$ cat src/rtl/memtest_pkg.sv
// Shared definitions for the SRAM memory-test monitor: FSM encoding,
// status digit codes and the blank 7-segment pattern.
package memtest_pkg;

  typedef enum logic [1:0] {
    ST_IDLE = 2'd0,
    ST_RUN  = 2'd1,
    ST_PASS = 2'd2,
    ST_FAIL = 2'd3
  } state_t;

  localparam logic [3:0] STATUS_IDLE = 4'h0;
  localparam logic [3:0] STATUS_RUN  = 4'h1;
  localparam logic [3:0] STATUS_PASS = 4'hC;
  localparam logic [3:0] STATUS_FAIL = 4'hF;

  localparam logic [6:0] SEG_BLANK = 7'h7F;
  localparam logic [5:0] CNT_MAX   = 6'h3F;

  function automatic logic [3:0] status_code(input state_t s);
    case (s)
      ST_IDLE: status_code = STATUS_IDLE;
      ST_RUN:  status_code = STATUS_RUN;
      ST_PASS: status_code = STATUS_PASS;
      default: status_code = STATUS_FAIL;
    endcase
  endfunction

endpackage

$ cat src/rtl/hex_to_seg7.sv
// Hex nibble to active-low 7-segment pattern; seg[0]=a ... seg[6]=g.
module hex_to_seg7 (
  input  logic [3:0] hex,
  output logic [6:0] seg
);

  always_comb begin
    seg = 7'h7F;
    case (hex)
      4'h0: seg = 7'h40;
      4'h1: seg = 7'h79;
      4'h2: seg = 7'h24;
      4'h3: seg = 7'h30;
      4'h4: seg = 7'h19;
      4'h5: seg = 7'h12;
      4'h6: seg = 7'h02;
      4'h7: seg = 7'h78;
      4'h8: seg = 7'h00;
      4'h9: seg = 7'h10;
      4'hA: seg = 7'h08;
      4'hB: seg = 7'h03;
      4'hC: seg = 7'h46;
      4'hD: seg = 7'h21;
      4'hE: seg = 7'h06;
      4'hF: seg = 7'h0E;
      default: seg = 7'h7F;
    endcase
  end

endmodule

$ cat src/rtl/memtest_monitor.sv
// Passive observer of the SRAM memory tester: counts strobes, captures the last read,
// freezes on pass/fail and shows status on a 4-digit display. Optional MEMMON_BLINK_EN blinks FAIL.
module memtest_monitor
  import memtest_pkg::*;
#(
  parameter int SCAN_BITS  = 16,
  parameter int BLINK_BITS = 24
) (
  input  logic       clk,
  input  logic       reset,
  input  logic [3:0] addr,
  input  logic [3:0] data,
  input  logic       wbar,
  input  logic       gbar,
  input  logic       success,
  input  logic       failure,
  output logic [5:0] wr_count,
  output logic [5:0] rd_count,
  output logic [6:0] seg,
  output logic [3:0] an,
  output logic       dp
);

  logic [3:0] s1_addr, s1_data;
  logic       s1_wbar, s1_gbar, s1_success, s1_failure;
  logic       s2_wbar, s2_gbar;

  // Strobe lines reset to their idle-high level so reset never fakes an edge.
  always_ff @(posedge clk) begin
    if (reset) begin
      s1_addr    <= 4'h0;
      s1_data    <= 4'h0;
      s1_wbar    <= 1'b1;
      s1_gbar    <= 1'b1;
      s1_success <= 1'b0;
      s1_failure <= 1'b0;
      s2_wbar    <= 1'b1;
      s2_gbar    <= 1'b1;
    end else begin
      s1_addr    <= addr;
      s1_data    <= data;
      s1_wbar    <= wbar;
      s1_gbar    <= gbar;
      s1_success <= success;
      s1_failure <= failure;
      s2_wbar    <= s1_wbar;
      s2_gbar    <= s1_gbar;
    end
  end

  logic wr_strobe, rd_strobe;
  assign wr_strobe = s1_wbar & ~s2_wbar;
  assign rd_strobe = s1_gbar & ~s2_gbar;

  state_t state, state_next;

  always_ff @(posedge clk) begin
    if (reset) state <= ST_IDLE;
    else       state <= state_next;
  end

  always_comb begin
    state_next = state;
    case (state)
      ST_IDLE: begin
        if (s1_failure)                  state_next = ST_FAIL;
        else if (s1_success)             state_next = ST_PASS;
        else if (wr_strobe || rd_strobe) state_next = ST_RUN;
      end
      ST_RUN: begin
        if (s1_failure)      state_next = ST_FAIL;
        else if (s1_success) state_next = ST_PASS;
      end
      default: state_next = state;
    endcase
  end

  logic active, fail_entry;
  assign active     = (state == ST_IDLE) || (state == ST_RUN);
  assign fail_entry = (state_next == ST_FAIL) && (state != ST_FAIL);

  logic [3:0] samp_addr, samp_data, cap_addr, cap_data;

  always_ff @(posedge clk) begin
    if (reset) begin
      wr_count  <= 6'd0;
      rd_count  <= 6'd0;
      samp_addr <= 4'h0;
      samp_data <= 4'h0;
      cap_addr  <= 4'h0;
      cap_data  <= 4'h0;
    end else if (active) begin
      if (wr_strobe && wr_count != CNT_MAX) wr_count <= wr_count + 6'd1;
      if (rd_strobe && rd_count != CNT_MAX) rd_count <= rd_count + 6'd1;
      if (!s1_gbar) begin
        samp_addr <= s1_addr;
        samp_data <= s1_data;
      end
      // Entering FAIL pins the capture to the read that was on the bus when it failed.
      if (fail_entry || rd_strobe) begin
        cap_addr <= samp_addr;
        cap_data <= samp_data;
      end
    end
  end

  logic [SCAN_BITS-1:0] scan;
  logic [1:0]           sel;
  logic                 rst_q;

  always_ff @(posedge clk) begin
    if (reset) scan <= '0;
    else       scan <= scan + 1'b1;
  end

  always_ff @(posedge clk) rst_q <= reset;

  assign sel = scan[SCAN_BITS-1 -: 2];

  logic [3:0] digit;
  logic [6:0] seg_dec;
  logic [3:0] an_next;
  logic       dp_next;

  always_comb begin
    digit = rd_count[3:0];
    case (sel)
      2'd3:    digit = status_code(state);
      2'd2:    digit = cap_addr;
      2'd1:    digit = cap_data;
      default: digit = rd_count[3:0];
    endcase
  end

  hex_to_seg7 u_hex_to_seg7 (
    .hex (digit),
    .seg (seg_dec)
  );

`ifdef MEMMON_BLINK_EN
  logic [BLINK_BITS-1:0] blink;

  always_ff @(posedge clk) begin
    if (reset) blink <= '0;
    else       blink <= blink + 1'b1;
  end
`else
  logic unused_blink_cfg;
  assign unused_blink_cfg = (BLINK_BITS > 0);
`endif

  always_comb begin
    an_next      = 4'hF;
    an_next[sel] = 1'b0;
`ifdef MEMMON_BLINK_EN
    if (state == ST_FAIL && blink[BLINK_BITS-1]) an_next = 4'hF;
`endif
    dp_next = !((sel == 2'd3) && (state == ST_RUN));
  end

  // seg/an/dp share one register stage; blank through reset and the cycle after.
  always_ff @(posedge clk) begin
    if (reset || rst_q) begin
      seg <= SEG_BLANK;
      an  <= 4'hF;
      dp  <= 1'b1;
    end else begin
      seg <= seg_dec;
      an  <= an_next;
      dp  <= dp_next;
    end
  end

endmodule

$ cat config.mk
export PLATFORM = sky130hd
export DESIGN_NAME = memtest_monitor
export DESIGN_NICKNAME = d
export VERILOG_FILES = /design/src/rtl/memtest_pkg.sv /design/src/rtl/hex_to_seg7.sv /design/src/rtl/memtest_monitor.sv
export SDC_FILE = /design/constraint.sdc
export NUM_CORES = 1
export LEC_CHECK = 0
export ABC_CLOCK_PERIOD_IN_PS = 2800
export BUFFER_PORTS_ARGS = -buffer_cell sky130_fd_sc_hd__buf_4
export CAP_MARGIN = 20
export CELL_PAD_IN_SITES_DETAIL_PLACEMENT = 1
export CELL_PAD_IN_SITES_GLOBAL_PLACEMENT = 1
export CORE_ASPECT_RATIO = 1.25
export CORE_UTILIZATION = 36
export DETAILED_ROUTE_END_ITERATION = 6
export PLACE_DENSITY_LB_ADDON = 0.15
export SYNTH_ARGS = -nofsm -noshare
export SYNTH_HDL_FRONTEND = slang
export SYNTH_SLANG_ARGS = --single-unit
$ cat constraint.sdc
create_clock -name clk -period 2.8 [get_ports clk]
set_clock_uncertainty 0.05 [all_clocks]
set_input_delay 0.56 -clock clk [delete_from_list [all_inputs] [get_ports clk]]
set_output_delay 0.56 -clock clk [all_outputs]
set_load 0.1 [all_outputs]
==> results.py <==
metrics = {
    "run_status": {
        "status": "complete, no violations",
    },
    "pwr": {
        "power_w": 0.001961,
        "power.leakage_nw": 1.256,
        "ir_drop_uv": 245.3,
        "powerDensity_nw_per_um2": 568.7,
    },
    "grt": {
        "grt_pass1_wl_mm": 9.135,
        "grt_pass1_vias": 2055,
        "grt_use_met3": 0.03805,
        "globalRouteMet1Util": 0.1617,
        "grtUsageMet2": 0.2459,
        "top_usage_layer": "met2",
        "gr-total-overflow": 0,
        "grt_max_degree": 65,
        "antenna_found_initial": 0,
        "track_usage": 0.1434,
    },
    "floorplan": {
        "initial_utilization": 0.3736,
        "die-area_um2": 8500,
        "ioPinCount": 38,
        "rows": 36,
        "fp.dieW_um": 82.66,
        "core_um2": 7838,
        "die_y_um": 102.8,
    },
    "detailed_routing": {
        "vias": 2161,
        "dr.pass1.iters": 4,
        "vias_per_cell": 4.945,
        "drt_iter0_drc": 53,
        "finalWirelength_mm": 5.574,
        "ant_nets": 0,
        "remaining_drc_errors": 0,
        "wire_per_inst_um": 12.76,
    },
    "yosys": {
        "synth_warnings": 0,
        "syn-cell-area_um2": 2928,
        "synth-seq-area-share": 0.4991,
        "syn-instance-count": 301,
        "synth_ff_type": "dfxtp_1",
        "synth_area_per_cell_um2": 9.727,
        "synth.net_count": 324,
        "async_reset_ff_frac": 0,
        "ys_types": 40,
        "synth-edff-count": 0,
        "ys_ff_latch": 73,
    },
    "timing": {
        "fmax_ghz": 0.4193,
        "finalSetupViolations": 0,
        "grt_setup_unrepaired": "false",
        "hold_viol": 0,
        "finalCriticalPeriod_ns": 2.385,
        "slew_headroom": 0.5861,
        "tightest_slew_ns": 0.6208,
        "tns_ns": 0,
        "period_share": 0.8517,
        "slew_violations": 0,
    },
    "worst_setup_path": {
        "worst_setup_path_start_kind": "flop",
        "path_class": "flop to flop",
        "path_common_cell": "inv_1",
        "worst_ep_arrival_time_ns": 2.57,
        "rr_endpoint": "seg[3]",
        "cp_slowest_cell": "mux4_1",
        "worst_setup_path_end_kind": "flop",
        "worstPathCellList": "mux4_1 -> inv_1 -> ha_1 -> inv_1 -> mux4_2 -> nand2b_1",
        "regToRegSetupSlack_ns": 0.42,
        "crit_buf_inv": 2,
        "crit_path_start": "scan[14]",
        "r2r_cells": 6,
        "required_ns": 2.99,
        "critical_path.top_delay_family": "multiplexers",
        "cp_max_fo": 10,
        "slowest_delay_ns": 0.71,
        "r2r_start": "scan[14]",
    },
    "placed_design": {
        "dpl-instance-area_um2": 3276,
        "portBuffers": 37,
        "place_congestion": 0.7761,
        "dpl.hpwl_mm": 3.919,
    },
    "worst_hold_path": {
        "min_to": "s1_wbar",
        "hold_path.class": "input port to flop",
        "min_delay_path_depth": 2,
        "hp-start": "wbar",
    },
    "cts": {
        "ctsHoldBuffers": 0,
        "cts_made_buffers": 9,
        "cts.sinks": 73,
        "cts_buffer_depth": 2,
        "postCtsResizedCells": 0,
        "root_buffer": "clkbuf_8",
        "cts_tree": "done",
        "clk_latency_ns": 0.35,
        "post_cts_buffers": 0,
        "htree_levels": 3,
        "cts.clk_slew.worst_paths_ns": 0.07,
    },
    "flow_run": {
        "drv_cap": 0,
    },
    "finish": {
        "diodes": 0,
        "n_fill_cell": 904,
        "layout-drive-gt1-share": 0.1901,
        "fin_util": 0.4400,
        "mostFrequentLayoutCells": "dfxtp_1 (73), buf_4 (39), nor2_1 (38), nand2_1 (19), xnor2_1 (16)",
        "nets": 360,
        "final_common_cell": "dfxtp_1",
        "final_area_um2": 3448,
        "syn2layout_area_growth_pct": 17.78,
    },
}
worst max-delay path by stage:
stage             end  slack, ns  cells past startpoint
2_1_floorplan  seg[3]       0.08                      6
3_3_place_gp   seg[3]       0.45                      5
3_5_place_dp   seg[3]       0.41                      6
4_1_cts        seg[3]       0.40                      6
5_1_grt        seg[3]       0.28                      6
6_report       seg[3]       0.42                      6
cells in the mapped netlist (all sizes together) (3+ instances only):
cell | count | area (um^2)
dfxtp | 73 | 1461
nor2 | 38 | 142.6
nand2 | 19 | 71.32
xnor2 | 16 | 140.1
inv | 14 | 52.55
a21oi | 13 | 68.82
o21ai | 13 | 65.06
mux2i | 12 | 120.1
clkbuf | 11 | 42.54
nor2b | 11 | 68.82
ha | 9 | 112.6
nand3 | 8 | 40.04
nor3 | 7 | 35.03
mux4 | 5 | 120.1
nor4 | 5 | 31.28
o211ai | 5 | 37.54
or2 | 5 | 31.28
xor2 | 5 | 43.79
nand2b | 4 | 25.02
buf | 3 | 21.27
nand3b | 3 | 22.52
nand4 | 3 | 18.77
o221ai | 3 | 26.28
or3 | 3 | 18.77
layer usage:
layer	vias up	share of wire	routed length (um)
li1	1101	-	-
met4	0	0.019	106
met5	-	0	0
met3	10	0.033	185
met2	33	0.48	2698
met1	1017	0.46	2584
worst reg2reg max path: stages, from the launching register on:
cell and delay [ns]:
dfxtp_1 0.55, mux4_1 0.71, inv_1 0.18, ha_1 0.18, inv_1 0.04, mux4_2 0.43
nand2b_1 0.14
state kept, by name, indices dropped and copies added (netlist names), 6 cells and up, named ones only:
signal / flops
scan: 16
seg: 7
rd_count: 6
wr_count: 6
per-stage QoR:
step	worst slack (ns)	cells	hold WS, ns
floorplan	0.07594	301	0.3663
global placement	0.4482	421	0.3745
detailed placement	0.4147	421	0.3821
CTS	0.3998	437	0.3324
global route	0.2797	437	0.3418
finish	0.4153	437	0.3487
report_power, final:
group	leakage, nW	switching [W]	internal (W)
sequential	0.596	0.0000166	0.00107
combinational	0.570	0.000105	0.0000513
clock	0.0891	0.000378	0.000343
cells by family after synthesis:
family	share of synthesized area
AOI/OAI and AO/OA	0.08291
xor gates and xnor gates	0.06282
adders and majority gates	0.03846
buffers and inverters	0.03974
DFF	0.4991
muxes	0.08590
and+or+nand+nor	0.1910
layout make-up:
cell class | instances | area (um^2) | share of cell area
sequential | 73 | 1461 | 0.4238
multi-input combinational | 200 | 1350 | 0.3915
clock buffer | 11 | 141.4 | 0.04100
timing repair buffer | 39 | 292.8 | 0.08491
tap | 95 | 118.9 | 0.03447
clock inverter | 5 | 31.28 | 0.009071
inverter | 14 | 52.55 | 0.01524
Note: power is estimated with default switching activity, not from simulation.
